`src/rtl/membrane_integrator.sv`:
```
`default_nettype none
// ============================================================================
// Module      : membrane_integrator
// Description : Leaky integrate-and-fire membrane accumulator with a
//               refractory period. It integrates input current into the
//               membrane potential u, subtracting a shift-based leak and
//               saturating at the top of the range. On a spike reported by
//               the downstream threshold stage it either clears u or
//               subtracts theta, pulses spike_out for one cycle, and
//               optionally holds off for refrac_len cycles.
// Revision    : 1.0 - initial release
// ----------------------------------------------------------------------------
// Ports
//   clk         : clock, rising edge
//   rst_n       : asynchronous active-low reset
//   en          : global enable, low freezes all state
//   in_valid    : current sample present
//   in_ready    : sample accepted this cycle (en and INTEGRATE)
//   current     : unsigned input current, W bits
//   leak_shift  : leak = u >> leak_shift, 0 disables leak
//   theta       : threshold subtracted in subtract-reset mode
//   reset_mode  : 0 = clear u on spike, 1 = subtract theta on spike
//   refrac_len  : refractory cycles following a spike
//   is_spike    : threshold-compare result from the spike stage
//   u           : registered membrane potential
//   spike_out   : registered one-cycle spike pulse
// ============================================================================
module membrane_integrator #(
    parameter int N_STAGE  = 2,
    parameter int REFRAC_W = 3
) (
    input  logic                  clk,
    input  logic                  rst_n,
    input  logic                  en,
    input  logic                  in_valid,
    output logic                  in_ready,
    input  logic [N_STAGE+1:0]    current,
    input  logic [2:0]            leak_shift,
    input  logic [N_STAGE+1:0]    theta,
    input  logic                  reset_mode,
    input  logic [REFRAC_W-1:0]   refrac_len,
    input  logic                  is_spike,
    output logic [N_STAGE+1:0]    u,
    output logic                  spike_out
);

    localparam int W = N_STAGE + 2;

    typedef enum logic [0:0] {
        ST_INTEGRATE  = 1'b0,
        ST_REFRACTORY = 1'b1
    } state_t;

    state_t              state, state_next;
    logic [W-1:0]        u_next;
    logic [REFRAC_W-1:0] cnt, cnt_next;
    logic                spike_next;

    logic [W-1:0]        leak;
    logic [W-1:0]        leaked;
    logic [W-1:0]        add_term;
    logic [W:0]          sum;
    logic [W-1:0]        u_sat;
    logic [W-1:0]        u_after_spike;

    assign in_ready = en && (state == ST_INTEGRATE);

    // Leak never exceeds u, so the subtraction cannot underflow; the add
    // is carried out one bit wider so overflow can be clamped.
    always_comb begin
        leak          = (leak_shift == 3'd0) ? '0 : (u >> leak_shift);
        leaked        = u - leak;
        add_term      = in_valid ? current : '0;
        sum           = {1'b0, leaked} + {1'b0, add_term};
        u_sat         = sum[W] ? {W{1'b1}} : sum[W-1:0];
        u_after_spike = '0;
        if (reset_mode && (u >= theta)) begin
            u_after_spike = u - theta;
        end
    end

    always_comb begin
        state_next = state;
        u_next     = u;
        cnt_next   = cnt;
        spike_next = 1'b0;
        if (en) begin
            case (state)
                ST_INTEGRATE: begin
                    if (is_spike) begin
                        // Spike wins; any presented sample is consumed and dropped.
                        spike_next = 1'b1;
                        u_next     = u_after_spike;
                        if (refrac_len != '0) begin
                            state_next = ST_REFRACTORY;
                            cnt_next   = refrac_len;
                        end
                    end else begin
                        u_next = u_sat;
                    end
                end
                ST_REFRACTORY: begin
                    // Counter was loaded with a nonzero length; <=1 also
                    // guards against ever sticking in this state.
                    if (cnt <= {{(REFRAC_W-1){1'b0}}, 1'b1}) begin
                        state_next = ST_INTEGRATE;
                        cnt_next   = '0;
                    end else begin
                        cnt_next = cnt - 1'b1;
                    end
                end
                default: begin
                    state_next = ST_INTEGRATE;
                    cnt_next   = '0;
                end
            endcase
        end
    end

    always_ff @(posedge clk or negedge rst_n) begin
        if (!rst_n) begin
            state     <= ST_INTEGRATE;
            u         <= '0;
            cnt       <= '0;
            spike_out <= 1'b0;
        end else begin
            state     <= state_next;
            u         <= u_next;
            cnt       <= cnt_next;
            spike_out <= spike_next;
        end
    end

endmodule
`default_nettype wire

```
`config.mk`:
```
export PLATFORM = sky130hd
export DESIGN_NAME = membrane_integrator
export DESIGN_NICKNAME = d
export VERILOG_FILES = /design/src/rtl/membrane_integrator.sv
export SDC_FILE = /design/constraint.sdc
export NUM_CORES = 1
export LEC_CHECK = 0
export CORE_MARGIN = 4
export CORE_UTILIZATION = 52
export DETAILED_ROUTE_END_ITERATION = 6
export PLACE_DENSITY = 0.94
export SYNTH_ARGS = -nofsm -noshare
export SYNTH_HDL_FRONTEND = slang
export SYNTH_SLANG_ARGS = --single-unit
export TNS_END_PERCENT = 10
```
`constraint.sdc`:
```
create_clock -name clk -period 5.15 [get_ports clk]
set_input_delay 0.515 -clock clk [delete_from_list [all_inputs] [get_ports clk]]
set_output_delay 0.515 -clock clk [all_outputs]
set_load 0.01 [all_outputs]
```
==> results of run 1 <==
==> flip-flops by register name, indices dropped and copies added (netlist names) <==
name and cells:
cnt 3, u 4, spike_out 1, state 1
==> layout make-up <==
class                   count  area [um2]  share of cell area, %
clock buffers               4        26.3                   2.01
inverters                  20        80.1                   6.13
multi-input cells          80         693                   53.1
flip-flops and latches      9         225                   17.2
well taps                  25        31.3                   2.39
repair buffers             25         250                   19.2
==> cells by family (layout without fill, tap and decap cells) <==
family,Yosys count,count (layout)
AO/OA/AOI/OAI,34,34
AND/OR/NAND/NOR,26,26
buffers and inverters,20,49
adder cells (fa/ha/maj),16,16
flip-flops,9,9
XOR/XNOR,3,3
multiplexers,1,1
==> final timing paths <==
| path | start | endpoint | cells past startpoint |
|---|---|---|---|
| worst max-delay path | leak_shift[0] | u[3] | 12 |
| worst min-delay path | cnt[1] | cnt[1] | 2 |
| worst max register to register | u[3] | u[3] | 11 |
| worst min register to register | cnt[1] | cnt[1] | 2 |
| max in group asynchronous | rst_n | u[0] | 1 |
| min in group asynchronous | rst_n | state | 1 |
==> power by group <==
part | internal [W] | total (W) | switching, W
sequential | 0.000100 | 0.000140 | 0.0000399
clock | 0.0000300 | 0.0000564 | 0.0000264
combinational | 0.000212 | 0.000423 | 0.000211
==> routing by layer <==
metal	up-vias	part of all wire, %
li1	456	-
met1	433	40
met2	34	51
met3	6	6.5
met4	0	1.6
met5	-	0
==> stage by stage <==
| step | cell area [um2] | hold slack [ns] | std cells | worst slack [ns] |
|---|---|---|---|---|
| 3_3_place_gp | 1280 | 0.491 | 159 | 1.57 |
| 4_1_cts | 1310 | 0.530 | 163 | 1.72 |
| 6_report | 1310 | 0.531 | 163 | 1.74 |
| 2_1_floorplan | 998 | 0.219 | 109 | 2.17 |
| 3_5_place_dp | 1280 | 0.522 | 159 | 1.45 |
| 5_1_grt | 1310 | 0.566 | 163 | 1.58 |
==> cell usage after synthesis, drive strengths merged (2+ instances only) <==
library cell,instances
inv,19
ha,13
dfrtp,9
nand2,6
a211oi,5
a21o,5
and2,5
o21ai,5
a21oi,3
fa,3
nand3b,3
o221ai,3
or3,3
a2bb2oi,2
nor2,2
xnor2,2
==> critical path, delay by kind of cell <==
kind,cells,cell delay (ns)
adder cells (fa/ha/maj),3,0.97
AND/OR/NAND/NOR,2,0.17
AO/OA/AOI/OAI,4,1.00
buffers and inverters,2,0.57
multiplexers,1,0.35
==> results, run 1 <==
- The run finished with clean final reports.
- The number of port buffers is 25.
- The post-cts sizing count is 0.
- Detailed placement ended at an HPWL of 1.96 mm.
- The total routed wirelength is between 2 and 2.5 mm.
- The critical path's most frequent cell is ha_1.
- At the end of routability-driven placement, the weighted congestion stood at a little under 0.8.
- The die span in y is 51.8 um.
- Sequential cells were found to cover 22.6% of the synthesized design area.
- The final routed DRC violation total is 0.
- The detail-routed via count per cell is 5.70.
- The nature of the critical path startpoint is a primary input.
- The final global-route overflow total is 0.
- The fraction of the mapped netlist area in compound gates is 26.3%.
- The synthesized netlist devotes approximately 2.6% of its cell area to XOR and XNOR gates.
- In the final design database the tool counted 175 nets.
- The critical path arrival is 3.57 ns.
- The count of nets left with antenna violations once routing finished came out at 0.
- The number of setup violations in the final report is 0.
- The library cell used most frequently in the layout, excluding fill and tap cells, is clkdlybuf4s50_1.
- After detailed routing, the average wire length per cell comes to 14.3 um.
- The initial antenna violation count is 0.
- The first global-routing pass estimated 4.09 mm of wire.
- Once the floorplan was initialized, standard cells occupied around 57% of the core.
- Leaving out fill and tap cells, the most frequent cells in the layout are 25 x clkdlybuf4s50_1, 19 x inv_1, 13 x ha_1.
- The top cell type's share of synthesized area is 22.6%.
- The global-route met1 utilization is 22.4%.
- The tool flagged a number of max-cap violations equal to 0.
- The CTS sink count is 9.
- Before antenna repair, the detailed router went through 4 iterations.
- The tightest slew margin relative to the limit is 68.6%.
- The cell area that synthesis handed to floorplanning was roughly 1000 um2.
- The die outline width is 51.8 um.
- After clock tree synthesis, the flow added hold-fix buffers numbering 0.
- The clock skew is 0.00306 ns.
- The number of distinct library cells after synthesis is 43.
- Walking the worst path, the cells encountered are clkdlybuf4s50_1 -> mux2_2 -> a22oi_1 -> nor2_1 -> ha_1 -> fa_1 -> inv_1 -> ha_1 -> a21o_1 -> a2111oi_0 -> nor3b_1 -> o22a_2.
- Relative to the synthesized area, the layout overhead comes to 30.8%.
- Setup total negative slack on the finished layout was measured at 0 ns.
- The mean instance size in the synthesized netlist is between 9 and 10 um2.
- Setup repair after global routing left no endpoint under its margin.
- The largest net degree at the start of global routing is 10.
- In the synthesized netlist the async set-or-reset flop fraction comes to 100%.
- The post-synthesis share of cell area spent on full adders, half adders and majority gates is 22.3%.
- The clock transition at the register clock pins on the worst setup and hold paths after CTS is 0.06 ns.
- VDD sags by at most approximately 0.00031 V.
- The count of flip-flops with a built-in enable after synthesis is 0.
- The number of global-route vias before repair is roughly 970.
- The clock reaches the later pin of the worst-skew pair after approximately 0.26 ns.
- In the synthesized netlist, the number of instances is between 100 and 150.
- In the post-synthesis netlist, the biggest area contributors are dfrtp_1 23%, ha_1 16%, inv_1 7.1%.
- The path class of the tightest hold or removal check is reg2reg.
- In this run the worst path has a maximum fanout of 3.
- Global routing used 36.8% of the available met2 tracks.
- Post-CTS timing repair inserted 0 buffers for setup.
- Global routing used 20.0% of the available tracks.
- The delay of the slowest cell on the worst path is about 0.5 ns.
- The synthesized design contains 9 register bits.
- The die covers 2690 um2.
- The number of DRC markers after the initial detailed-route iteration is 20.
- The number of filler instances in the final layout is about 140.
- dfrtp_1 takes more of the synthesized area than any other cell.
- The number of failing hold endpoints at the final stage is 0.
- The total clock buffers created by CTS is 3.
- Dividing total power by cell area gives a power density of 474 nW/um2.
- The share of synthesized area spent on multiplexers is 1.13%.
- The synthesized net count is 145.
- The number of core rows is 15.
- The final core utilization is 74.0%.
- 26 I/O pins were placed.
- The minimum clock period is 3.41 ns.
- The final route contains slightly above 900 vias.
- At the worst endpoint, the required time is ~5.3 ns.
- By startpoint and endpoint, the worst setup path is classified as in2reg.
- Power comes to just over 0.0006 W.
- Setup slack on the worst reg-to-reg path comes out at 2.05 ns.
- The total area inside the core boundary comes to 1760 um2.
- The highest attainable clock frequency is 293 MHz.
- The max-slew violation count is 0.
- In this run the deepest clock path goes through 2 buffers.
- The flip-flop cell with the highest count after synthesis is dfrtp_1.
- CTS placed an instance of clkbuf_4 at the clock tree root.
- CTS built an H-tree with a depth of 1.
- The leakage power is 0.605 nW.
- The number of antenna diodes in the final layout is 0.
- At the pin with the least slew margin, the transition time is roughly 0.46 ns.
- The most heavily used metal layer in global routing is met2.
- After synthesis, the largest family of logic cells by area is compound AO/OA/AOI/OAI gates.
- Of the available clock period, the critical path in the final layout requires 66.2%.
- During synthesis, Yosys emitted a total of 0 warnings.
- The synthesized-area fraction occupied by and/or/nand/nor cells is between 15 and 20%.
- Among all stages on the critical path, the largest delay is contributed by clkdlybuf4s50_1.
- The critical path endpoint category is a flop.
- Global routing consumed, on the met3 layer, under 10% of the routing resources.
- The CTS tree is built.
- The post-route netlist has about 12% of its cells at a drive strength greater than 1.
(Power assumes the default switching activity.)
==> run 2, diff against run 1 <==
--- a/config.mk
+++ b/config.mk
@@ -6,9 +6,9 @@
 export NUM_CORES = 1
 export LEC_CHECK = 0
 export CORE_MARGIN = 4
-export CORE_UTILIZATION = 52
+export CORE_UTILIZATION = 43
 export DETAILED_ROUTE_END_ITERATION = 6
-export PLACE_DENSITY = 0.94
+export PLACE_DENSITY = 0.84
 export SYNTH_ARGS = -nofsm -noshare
 export SYNTH_HDL_FRONTEND = slang
 export SYNTH_SLANG_ARGS = --single-unit
==> constraint.sdc (replaced) <==
create_clock -name clk -period 3 [get_ports clk]
set_input_delay 0.3 -clock clk [delete_from_list [all_inputs] [get_ports clk]]
set_output_delay 0.3 -clock clk [all_outputs]
set_load 0.01 [all_outputs]
==> run 2 against run 1 <==
Non-clock buffer count rose by 9. Final area increased by 9.7%. Clock power grew 79%. Routed wire length rose by 14%. Worst setup slack got worse by 1.6 ns. Via count rose by 3.9%. Sequential power rose by 61%. Register-to-register slack lost 1.9 ns. Clock skew fell by 0.0017 ns. Combinational power increased by 110%. Sequential share of layout area down 1.5 points. Count of clock-buffer cells in the layout unchanged. Critical path type unchanged. Largest cell class unchanged.
==> results, run 2 (synthesis results as in run 1) <==
- The run finished with clean final reports.
- The maximum net fanout on the critical path is 2 (-1).
- The I/O pin count is 26 (unchanged).
- The die outline width is 56.2 um (+8.4%).
- The tightest slew margin relative to the limit was 68.7% (+0.18 points).
- The overall track demand over capacity in global routing is 17.3% (-2.6 points).
- The worst setup path is launched from a primary input.
- The max capacitance violation total is 0 (unchanged).
- The CTS sink count is 9 (unchanged).
- The number of search-and-repair iterations in the first detailed-routing pass was 4 (unchanged).
- The number of cells traversed by the worst register-to-register path is 11 (unchanged).
- The detail-routed via count per cell is 5.51 (-3.2%).
- The H-tree depth reported by CTS is 1 (unchanged).
- The starting utilization of the core area is 45.1% (-11 points).
- The number of nets still failing antenna checks after routing was 0 (unchanged).
- The hold buffer count at cts is 0 (unchanged).
- The total power per unit cell area is 857 nW/um2 (+81%).
- The top cell types in the final layout, fill and taps aside, are 24 x clkdlybuf4s50_1, 19 x inv_1, 11 x ha_1.
- In this run the critical register-to-register path is launched from u[3].
- The worst hold path belongs to the class in2async.
- The data required time of the critical path is 3.16 ns (-2.15 ns).
- Counting I/O delays and the setup requirement, the final critical path takes 2.89 ns.
- In the final layout, the registers with the most flip-flops are u x4, cnt x3.
- The number of setup violations in the final report is 0 (unchanged).
- The CTS tree is built.
- The number of nets in the final layout is 184 (+5.1%).
- The detailed-route wire length per cell was 15.1 um (+5.7%).
- The number of global-route vias before repair is 1009 (+4.5%).
- The capture instance of the worst register-to-register path is u[1].
- The number of DRC markers after the initial detailed-route iteration is 7 (-65%).
- The clock transition at the register clock pins on the worst setup and hold paths after CTS is 0.07 ns (about the same).
- The critical path endpoint category is a flop.
- The leakage power is 0.665 nW (+9.9%).
- The number of filler instances in the final layout is 192 (+39%).
- The number of cells after detailed placement is 169 (+6.3%).
- The worst-margin pin slew came to 0.464 ns (+0.00423 ns).
- The largest net degree at the start of global routing was 10 (unchanged).
- The total clock buffers created by CTS is 3 (unchanged).
- The highest attainable clock frequency is 346 MHz.
- The overall die area is 3160 um2 (+18%).
- The final global-route overflow total is 0 (unchanged).
- The total via count in the routed design is 965 (+3.9%).
- The fraction of final layout cells sized beyond drive strength 1 came to 23.8% (+11 points).
- The clock skew is 0.00138 ns (-0.00169 ns).
- The final total negative setup slack is 0 ns (unchanged).
- The area growth from synthesis to layout is 43.5%.
- The total routed wirelength is 2.65 mm (+14%).
- The maximum VDD drop is 0.000512 V (+63%).
- The maximum buffer depth of the clock tree is 2 (unchanged).
- The commonest non-fill, non-tap cell in the layout is clkdlybuf4s50_1.
- In this run the clock root is driven by a clkbuf_4.
- The core area is 2210 um2 (+25%).
- The number of failing hold endpoints at the final stage came to 0 (unchanged).
- Ranked by flip-flop count, first place goes to u.
- The flop-to-flop setup slack came to 0.19 ns (-1.86 ns).
- The total area of sequential cells came to 225 um2 (unchanged).
- The antenna diode instance count is 0 (unchanged).
- The flip-flop count of the largest register, all copies and words added is 4 (unchanged).
- The multi-input gate area in the final layout is 746 um2 (+7.6%).
- The final core utilization is 64.8% (-9.3 points).
- The number of core rows is 17 (+2).
- The number of port buffers is 25 (unchanged).
- The post-route non-filler standard cell count came to 175 (+7.4%).
- After layout, the worst path uses between 90% and 100% of the clock period.
- The global-route wire length before repair is 4.31 mm (+5.4%).
- The die span in y is 56.2 um (+8.4%).
- The power consumption was 0.00123 W (+98%).
- The detailed-placement wirelength estimate is 2.07 mm (+5.8%).
- The final routed DRC violation total was 0 (unchanged).
- The initial antenna violation count is 0 (unchanged).
- The critical path arrival was 3.06 ns (-0.51 ns).
- The clock latency on the worst-skew pair is 0.27 ns (about the same).
- By startpoint and endpoint, the worst setup path is classified as in2reg.
- The weighted congestion at the end of routability-driven global placement came to 0.808 (+1.7%).
- The max-slew violation count is 0 (unchanged).
run 2: how the worst max path moves through the flow:
stage	start	endpoint	slack (ns)	depth (start not counted)
2_1_floorplan	u[3]	u[3]	0.11	11
3_3_place_gp	leak_shift[0]	u[2]	-0.33	13
3_5_place_dp	leak_shift[0]	u[3]	-0.42	12
4_1_cts	leak_shift[0]	u[3]	0.007	12
5_1_grt	leak_shift[1]	u[2]	-0.03	14
6_report	leak_shift[1]	u[3]	0.11	13
run 2: metrics by stage:
| step | cell area (um2) | worst slack (ns) | hold slack [ns] |
|---|---|---|---|
| finish | 1430 | 0.106 | 0.332 |
| global route | 1430 | -0.0270 | 0.332 |
| CTS | 1380 | 0.00698 | 0.336 |
| detailed placement | 1340 | -0.419 | 0.504 |
| global placement | 1340 | -0.331 | 0.492 |
| floorplan | 998 | 0.105 | 0.00441 |
run 2: layer usage:
layer  global-route usage [%]  part of all wire [%]  wire (um)  vias up
met3                     4.64                   4.5        119        4
li1                         -                     -          -      474
met2                     30.9                    53       1410       30
met5                        0                     0          0        -
met4                     7.12                   1.1         28        0
met1                     19.2                    41       1100      457
run 2: area by class of cell:
cell class                 count  share of cell area [%]
inverter                      20                    5.59
sequential                     9                    15.7
multi-input combinational     80                    52.1
timing repair buffer          34                    22.4
clock buffer                   4                    1.83
tap                           28                    2.45
run 2: power breakdown:
part           total [W]  switching [W]  leakage (nW)  internal (W)
clock network   0.000101      0.0000490        0.0150     0.0000515
registers       0.000226      0.0000531         0.113      0.000172
logic           0.000901       0.000438         0.537      0.000463
total            0.00123       0.000540         0.665      0.000687
run 2: worst max-delay path, stage by stage:
cell,delay (ns)
clkdlybuf4s50_1,0.53
buf_4,0.14
nand3b_1,0.07
a21o_1,0.20
ha_1,0.28
a21o_1,0.19
a21oi_2,0.13
xor2_1,0.20
ha_1,0.28
buf_4,0.15
a2111oi_4,0.32
nor3b_2,0.08
o22a_2,0.18
run 2: timing repair:
action / CTS / global route
setup endpoints to repair: 4 / 4
gates resized for setup: 4 / 9
buffers inserted: 1 / 1
pin swaps: 4 / 6
gates cloned: 0 / 0
